## config.mk

```make
export PLATFORM = sky130hd
export DESIGN_NAME = imm_gen_pipe
export DESIGN_NICKNAME = d
export VERILOG_FILES = /design/src/rtl/imm_gen_pipe.sv
export SDC_FILE = /design/constraint.sdc
export NUM_CORES = 1
export LEC_CHECK = 0
export BUFFER_PORTS_ARGS = -buffer_cell sky130_fd_sc_hd__buf_2
export CORE_UTILIZATION = 30
export CTS_CLUSTER_SIZE = 16
export DETAILED_ROUTE_END_ITERATION = 10
export GPL_ROUTABILITY_DRIVEN = 0
export GPL_TIMING_DRIVEN = 0
export HOLD_SLACK_MARGIN = 0.05
export PLACE_DENSITY = 0.52
export SLEW_MARGIN = 10
export SYNTH_ARGS = -nofsm -noshare
export SYNTH_HDL_FRONTEND = slang
export SYNTH_SLANG_ARGS = --single-unit
```

## constraint.sdc

```tcl
create_clock -name clk -period 3.8 [get_ports clk]
set_input_delay 0.19 -clock clk [delete_from_list [all_inputs] [get_ports clk]]
set_output_delay 0.19 -clock clk [all_outputs]
set_load 0.01 [all_outputs]
```

## src/rtl/imm_gen_pipe.sv

```systemverilog
// Purpose : RISC-V immediate generator (format decode + imm extraction) behind a 2-entry skid buffer.
// Latency : 1 cycle from input acceptance to out_* when the buffer has room in the output register.
// Backpr. : in_ready is registered; the skid entry absorbs one beat so in_ready drops only in state TWO.
//
// Ports:
//   clk, reset (sync, active-high), flush (sync discard of both entries)
//   in_valid / in_ready / in_instr[31:0] / in_tag[TAG_W-1:0]      : upstream handshake
//   out_valid / out_ready / out_imm[XLEN-1:0] / out_fmt[2:0] /
//   out_illegal / out_tag[TAG_W-1:0]                                : downstream handshake
// Build option: define IMM_CSR_ZIMM_EN to decode CSR*I (opcode 1110011, funct3[2]=1) as
//   format Z with a zero-extended rs1-field immediate; otherwise every SYSTEM opcode is format I.
module imm_gen_pipe #(
   parameter int XLEN  = 32,
   parameter int TAG_W = 32
) (
   input  logic             clk,
   input  logic             reset,
   input  logic             flush,
   input  logic             in_valid,
   output logic             in_ready,
   input  logic [31:0]      in_instr,
   input  logic [TAG_W-1:0] in_tag,
   output logic             out_valid,
   input  logic             out_ready,
   output logic [XLEN-1:0]  out_imm,
   output logic [2:0]       out_fmt,
   output logic             out_illegal,
   output logic [TAG_W-1:0] out_tag
);

   typedef enum logic [2:0] {
      FMT_R   = 3'd0,
      FMT_I   = 3'd1,
      FMT_S   = 3'd2,
      FMT_B   = 3'd3,
      FMT_U   = 3'd4,
      FMT_J   = 3'd5,
      FMT_Z   = 3'd6,
      FMT_ILL = 3'd7
   } fmt_e;

   typedef enum logic [1:0] {
      ST_EMPTY = 2'd0,
      ST_ONE   = 2'd1,
      ST_TWO   = 2'd2
   } state_e;

   typedef struct packed {
      logic [XLEN-1:0]  imm;
      logic [2:0]       fmt;
      logic             illegal;
      logic [TAG_W-1:0] tag;
   } entry_t;

   // ------------------------------------------------------------------
   // Decode of the incoming word (purely combinational, captured on accept)
   // ------------------------------------------------------------------
   fmt_e        dec_fmt;
   logic [31:0] dec_imm32;
   entry_t      dec_ent;

   always_comb begin
      dec_fmt = FMT_ILL;
      case (in_instr[6:0])
         7'b0000011, 7'b0010011, 7'b1100111, 7'b0001111: dec_fmt = FMT_I;
`ifdef IMM_CSR_ZIMM_EN
         7'b1110011: dec_fmt = in_instr[14] ? FMT_Z : FMT_I;
`else
         7'b1110011: dec_fmt = FMT_I;
`endif
         7'b0100011: dec_fmt = FMT_S;
         7'b1100011: dec_fmt = FMT_B;
         7'b0110111, 7'b0010111: dec_fmt = FMT_U;
         7'b1101111: dec_fmt = FMT_J;
         7'b0110011: dec_fmt = FMT_R;
         // RV64-only word ops: illegal on a 32-bit datapath
         7'b0011011: dec_fmt = (XLEN == 64) ? FMT_I : FMT_ILL;
         7'b0111011: dec_fmt = (XLEN == 64) ? FMT_R : FMT_ILL;
         default:    dec_fmt = FMT_ILL;
      endcase
      // Compressed / non-32-bit encodings are not handled here
      if (in_instr[1:0] != 2'b11) begin
         dec_fmt = FMT_ILL;
      end
   end

   always_comb begin
      dec_imm32 = 32'd0;
      case (dec_fmt)
         FMT_I: dec_imm32 = {{20{in_instr[31]}}, in_instr[31:20]};
         FMT_S: dec_imm32 = {{20{in_instr[31]}}, in_instr[31:25], in_instr[11:7]};
         FMT_B: dec_imm32 = {{19{in_instr[31]}}, in_instr[31], in_instr[7],
                             in_instr[30:25], in_instr[11:8], 1'b0};
         FMT_U: dec_imm32 = {in_instr[31:12], 12'd0};
         FMT_J: dec_imm32 = {{11{in_instr[31]}}, in_instr[31], in_instr[19:12],
                             in_instr[20], in_instr[30:21], 1'b0};
         default: dec_imm32 = 32'd0;
      endcase
   end

   always_comb begin
      dec_ent         = '0;
      // Size cast of a signed value replicates bit 31 up to XLEN
      dec_ent.imm     = XLEN'($signed(dec_imm32));
`ifdef IMM_CSR_ZIMM_EN
      if (dec_fmt == FMT_Z) begin
         dec_ent.imm = XLEN'(in_instr[19:15]);
      end
`endif
      dec_ent.fmt     = dec_fmt;
      dec_ent.illegal = (dec_fmt == FMT_ILL);
      dec_ent.tag     = in_tag;
   end

   // ------------------------------------------------------------------
   // 2-entry buffer: out_q is what the consumer sees, skid_q holds the
   // beat accepted while out_q was stalled.
   // ------------------------------------------------------------------
   state_e state_q, state_d;
   entry_t out_q, out_d;
   entry_t skid_q, skid_d;
   logic   out_valid_q, out_valid_d;
   logic   in_ready_q, in_ready_d;
   logic   in_fire, out_fire;

   assign in_fire  = in_valid & in_ready_q;
   assign out_fire = out_valid_q & out_ready;

   always_comb begin
      state_d = state_q;
      out_d   = out_q;
      skid_d  = skid_q;
      if (flush) begin
         // Data registers keep stale contents; out_valid gates them
         state_d = ST_EMPTY;
      end else begin
         case (state_q)
            ST_EMPTY: begin
               if (in_fire) begin
                  out_d   = dec_ent;
                  state_d = ST_ONE;
               end
            end
            ST_ONE: begin
               case ({in_fire, out_fire})
                  2'b10: begin
                     skid_d  = dec_ent;
                     state_d = ST_TWO;
                  end
                  2'b01: state_d = ST_EMPTY;
                  2'b11: out_d = dec_ent;
                  default: ;
               endcase
            end
            ST_TWO: begin
               if (out_fire) begin
                  out_d   = skid_q;
                  state_d = ST_ONE;
               end
            end
            default: state_d = ST_EMPTY;
         endcase
      end
      // Handshake outputs are registered copies of the next-state view
      out_valid_d = (state_d != ST_EMPTY);
      in_ready_d  = (state_d != ST_TWO);
   end

   always_ff @(posedge clk) begin
      if (reset) begin
         state_q     <= ST_EMPTY;
         out_q       <= '0;
         skid_q      <= '0;
         out_valid_q <= 1'b0;
         in_ready_q  <= 1'b1;
      end else begin
         state_q     <= state_d;
         out_q       <= out_d;
         skid_q      <= skid_d;
         out_valid_q <= out_valid_d;
         in_ready_q  <= in_ready_d;
      end
   end

   assign in_ready    = in_ready_q;
   assign out_valid   = out_valid_q;
   assign out_imm     = out_q.imm;
   assign out_fmt     = out_q.fmt;
   assign out_illegal = out_q.illegal;
   assign out_tag     = out_q.tag;

endmodule

```

==> results.md <==
- Met2 demand-to-capacity share in global routing: 30.9%
- Final routed wirelength across all metal layers: 19.4 mm
- Critical path buffers and inverters: 2
- Die ar.: 20700 um^2
- CTS Root Cell: sky130_fd_sc_hd__clkbuf_16
- Worst-case clock skew: 0.00881 ns
- Crit path arrival time: 2.50 ns
- Via total after detailed routing: 6061
- Total leakage power: 3.30 nW
- Largest stage delay on the critical path: 0.34 ns
- Finish-stage setup viols: 0
- Largest family of logic cells by synthesized area: compound AO/OA/AOI/OAI gates
- Initial antenna violation count: 0
- Fraction of the mapped netlist area in compound gates: 26.7%
- Flop and latch count out of synthesis: 140
- Iter 0 DRT Violations: 438
- Category of the worst setup path launch point: flop
- Final cell count without fillers: 1220
- Final antenna-violating net count: 0
- Number of placed instances with taps included: 1148
- Worst slack on hold paths: 0.0741 ns
- Layout net count: 1013
- CP max-delay cell: sky130_fd_sc_hd__dfxtp_1
- N_diodes: 0
- Largest delay share family, worst path: simple AND/OR/NAND/NOR gates
- First-pass GRT wire length: 30.5 mm
- Share of synthesized area spent on multiplexers: 0.353%
- DIE WIDTH: 144 um
- Die Y: 144 um
- Fraction of synthesized cell area in xor and xnor cells: 0.145%
- Overall global routing resource usage: 19.4%
- Number of rows created at floorplan: 51
- Aggregate negative setup slack: 0 ns
- Initial Util: 30.8%
- Largest fanout of any net on the critical path: 10
- Number of H-tree levels: 4
- Critical path's most frequent cell: sky130_fd_sc_hd__buf_2
- Start point of the critical path: in_ready$_SDFF_PP1_
- List of cells traversed by the critical path: and2_1 > ha_1 > nand3b_1 > a31o_2 > buf_2 > nor2_4 > buf_2 > o221ai_1 > nand2_1
- Synthesized area per cell: 8.06 um^2
- Num CTS Buffers: 17
- Via count of the first global-routing pass: 5621
- Endpoint type of the worst setup path: flop
- Worst slew slack as a fraction of its limit: 57.9%
- Period utilization: 56.2%
- Count of input and output buffers: 135
- Largest net degree at the start of global routing: 17
- Start of the worst register-to-register path: in_ready$_SDFF_PP1_
- Final max-slew violation count: 0
- Max-cap violation count: 0
- Worst R2R Setup Slack: 1.66 ns
- Synthesized net count: 819
- Adder-cell area share of the yosys netlist: 0.415%
- Maximum count of clock buffers along a single path: 2
- Path type of the worst setup path: reg2reg
- Worst IR drop on VDD: 0.289 mV
- Count of different cell masters after synthesis: 59
- CTS Sinks: 140
- Clock latency on the worst-skew pair: 0.42 ns
- Total global routing overflow: 0
- Worst min-delay path class: in2reg
- Area growth syn-to-layout: 33.8%
- Power density cells: 456 nW/um^2
- Routing usage on met1: 26.3%
- Start point of the worst hold path: in_instr[23]
- Final Critical Period: 2.14 ns
- Number of flops mapped to enable cells by yosys: 0
- Hold Vio Cnt, Final: 0
- Fill cell total of the finished layout: 2042
- Global routing usage on met3: 3.97%
- Gates resized, CTS repair: 0
- First-pass iteration count of the detailed router: 5
- Most Used Layer, Global Route: met2
- Setup repair after global routing missed its margin: false
- Number of DRC violations after detailed routing: 0
- Total core area: 19600 um^2
- Post-DP HPWL: 13.9 mm
- Top_reg_cell synth: sky130_fd_sc_hd__dfxtp_1
- Upper clock frequency limit: 468 MHz
- Clock tree from TritonCTS: built
- Number of vias per cell: 4.97
- Netlist area before placement: 6030 um^2
- Share of async-settable or async-resettable flops after synthesis: 0%
- Clock transition at the registers of the reported paths: 0.06 ns
- Worst endpoint required time: 4.16 ns
- Share of synthesized area occupied by flip-flops and latches: 46.5%
- Total of warnings raised by yosys: 0
- IO Pins: 139
- Ratio of cells with drive above 1 in the final layout: 22.3%
- Measured slew at the worst slew-check pin: 0.629 ns
- Post-synthesis share of cell area spent on and, or, nand and nor gates: 20.2%
- Routed WL per cell: 15.9 um
- Number of standard cells after synthesis: 748
- Result of the run: complete, no violations
## stage by stage
| step | setup slack, ns | utilization, % | total power, W | cell area, um^2 |
|---|---|---|---|---|
| 2_1_floorplan | 2.08 | - | 0.00175 | 6030 |
| 3_3_place_gp | 1.69 | 35.9 | 0.00190 | 7040 |
| 3_5_place_dp | 1.69 | 35.9 | 0.00191 | 7040 |
| 4_1_cts | 1.67 | 41.2 | 0.00372 | 8070 |
| 5_1_grt | 1.49 | 41.2 | 0.00382 | 8070 |
| 6_report | 1.66 | 41.2 | 0.00368 | 8070 |
## final timing paths
check	endpoint	cells after the start
min reg2reg	out_imm[1]$_SDFFE_PP0P_	2
max	out_fmt[1]$_SDFFE_PP0P_	9
min	skid_q[59]$_SDFFE_PP0P_	3
max reg2reg	out_fmt[1]$_SDFFE_PP0P_	9
## layout make-up
cell class | instances | area [um^2] | share of cell area, %
plain buffers | 64 | 318 | 3.94
clock buffers | 18 | 439 | 5.44
clock inverters | 14 | 194 | 2.40
inverters | 8 | 30.0 | 0.372
multi-input cells | 536 | 2880 | 35.7
flip-flops and latches | 140 | 2800 | 34.7
well taps | 265 | 332 | 4.11
repair buffers | 175 | 1080 | 13.3
## cells in the mapped netlist (2+ instances only)
| library cell | count | area (um^2) |
|---|---|---|
| sky130_fd_sc_hd__nand2_1 | 168 | 631 |
| sky130_fd_sc_hd__dfxtp_1 | 140 | 2800 |
| sky130_fd_sc_hd__a21oi_1 | 93 | 465 |
| sky130_fd_sc_hd__o21ai_0 | 57 | 285 |
| sky130_fd_sc_hd__nor2_1 | 56 | 210 |
| sky130_fd_sc_hd__a311oi_1 | 33 | 289 |
| sky130_fd_sc_hd__clkbuf_1 | 31 | 116 |
| sky130_fd_sc_hd__buf_2 | 23 | 115 |
| sky130_fd_sc_hd__a221oi_1 | 15 | 131 |
| sky130_fd_sc_hd__o21ai_1 | 15 | 75.1 |
| sky130_fd_sc_hd__and3_1 | 12 | 75.1 |
| sky130_fd_sc_hd__inv_1 | 8 | 30.0 |
| sky130_fd_sc_hd__o22ai_1 | 8 | 50.1 |
| sky130_fd_sc_hd__a22o_1 | 6 | 52.6 |
| sky130_fd_sc_hd__buf_6 | 5 | 56.3 |
| sky130_fd_sc_hd__nand3b_1 | 4 | 30.0 |
| sky130_fd_sc_hd__nor2b_1 | 4 | 25.0 |
| sky130_fd_sc_hd__nor3_1 | 4 | 20.0 |
| sky130_fd_sc_hd__o221ai_1 | 4 | 35.0 |
| sky130_fd_sc_hd__a31oi_1 | 3 | 18.8 |
| sky130_fd_sc_hd__a32oi_1 | 3 | 26.3 |
| sky130_fd_sc_hd__and2b_1 | 3 | 22.5 |
| sky130_fd_sc_hd__buf_4 | 3 | 22.5 |
| sky130_fd_sc_hd__nand2b_1 | 3 | 18.8 |
| sky130_fd_sc_hd__nand3_1 | 3 | 15.0 |
| sky130_fd_sc_hd__nor3b_1 | 3 | 22.5 |
| sky130_fd_sc_hd__o32ai_1 | 3 | 26.3 |
| sky130_fd_sc_hd__or2_2 | 3 | 18.8 |
| sky130_fd_sc_hd__and2_1 | 2 | 12.5 |
| sky130_fd_sc_hd__buf_1 | 2 | 7.51 |
| sky130_fd_sc_hd__ha_1 | 2 | 25.0 |
| sky130_fd_sc_hd__o211ai_1 | 2 | 15.0 |
## placed cells by master (no fill, tap or decap), types with 3 or more instances in the layout
| master | count |
|---|---|
| sky130_fd_sc_hd__nand2_1 | 168 |
| sky130_fd_sc_hd__buf_2 | 158 |
| sky130_fd_sc_hd__dfxtp_1 | 140 |
| sky130_fd_sc_hd__a21oi_1 | 93 |
| sky130_fd_sc_hd__o21ai_0 | 57 |
| sky130_fd_sc_hd__nor2_1 | 56 |
| sky130_fd_sc_hd__dlygate4sd3_1 | 40 |
| sky130_fd_sc_hd__a311oi_1 | 33 |
| sky130_fd_sc_hd__clkbuf_1 | 31 |
| sky130_fd_sc_hd__clkbuf_16 | 17 |
| sky130_fd_sc_hd__o21ai_1 | 15 |
| sky130_fd_sc_hd__a221oi_1 | 15 |
| sky130_fd_sc_hd__and3_1 | 12 |
| sky130_fd_sc_hd__inv_1 | 8 |
| sky130_fd_sc_hd__o22ai_1 | 8 |
| sky130_fd_sc_hd__a22o_1 | 6 |
| sky130_fd_sc_hd__buf_6 | 5 |
| sky130_fd_sc_hd__nand3b_1 | 4 |
| sky130_fd_sc_hd__nor2b_1 | 4 |
| sky130_fd_sc_hd__nor3_1 | 4 |
| sky130_fd_sc_hd__o221ai_1 | 4 |
| sky130_fd_sc_hd__bufinv_16 | 4 |
| sky130_fd_sc_hd__clkinv_4 | 4 |
| sky130_fd_sc_hd__a31oi_1 | 3 |
| sky130_fd_sc_hd__nand2b_1 | 3 |
| sky130_fd_sc_hd__buf_4 | 3 |
| sky130_fd_sc_hd__nand3_1 | 3 |
| sky130_fd_sc_hd__and2b_1 | 3 |
| sky130_fd_sc_hd__nor3b_1 | 3 |
| sky130_fd_sc_hd__or2_2 | 3 |
| sky130_fd_sc_hd__o32ai_1 | 3 |
| sky130_fd_sc_hd__a32oi_1 | 3 |
| sky130_fd_sc_hd__clkinv_2 | 3 |
## cell families after synthesis
group	after synthesis
AO/OA/AOI/OAI	254
multiplexers	2
XOR/XNOR	1
adder cells (fa/ha/maj)	2
flip-flops	140
AND/OR/NAND/NOR	277
buffers and inverters	72
## report_power, final
| group | internal (W) | switching, W | leakage [nW] | total, W |
|---|---|---|---|---|
| sequential | 0.00152 | 0.0000243 | 1.14 | 0.00154 |
| combinational | 0.000151 | 0.000213 | 1.86 | 0.000364 |
| clock | 0.00112 | 0.000656 | 0.306 | 0.00177 |
## worst register-to-register path, cell delays in order (launching register included)
cell and delay, ns:
sky130_fd_sc_hd__dfxtp_1 0.34, sky130_fd_sc_hd__and2_1 0.18, sky130_fd_sc_hd__ha_1 0.18, sky130_fd_sc_hd__nand3b_1 0.10, sky130_fd_sc_hd__a31o_2 0.24, sky130_fd_sc_hd__buf_2 0.19, sky130_fd_sc_hd__nor2_4 0.24, sky130_fd_sc_hd__buf_2 0.27
sky130_fd_sc_hd__o221ai_1 0.23, sky130_fd_sc_hd__nand2_1 0.12
## per-layer routing
metal | share of wire (%) | vias up
met5 | 0 | -
met4 | 1.1 | 0
met3 | 5.0 | 17
met2 | 45 | 177
met1 | 49 | 2813
li1 | - | 3054
## state kept, by name, summed over array words and instances (netlist names)
| register | flops |
|---|---|
| out_imm | 32 |
| out_tag | 32 |
| out_valid | 1 |
| in_ready | 1 |
| out_fmt | 3 |
| out_illegal | 1 |
| skid_q | 68 |
| state_q | 2 |
## what timing repair did
item | in CTS | in global routing
buffers inserted | 0 | 0
hold buffers | 40 | 0
hold endpoints to repair | 75 | 0
(Power assumes the default switching activity.)
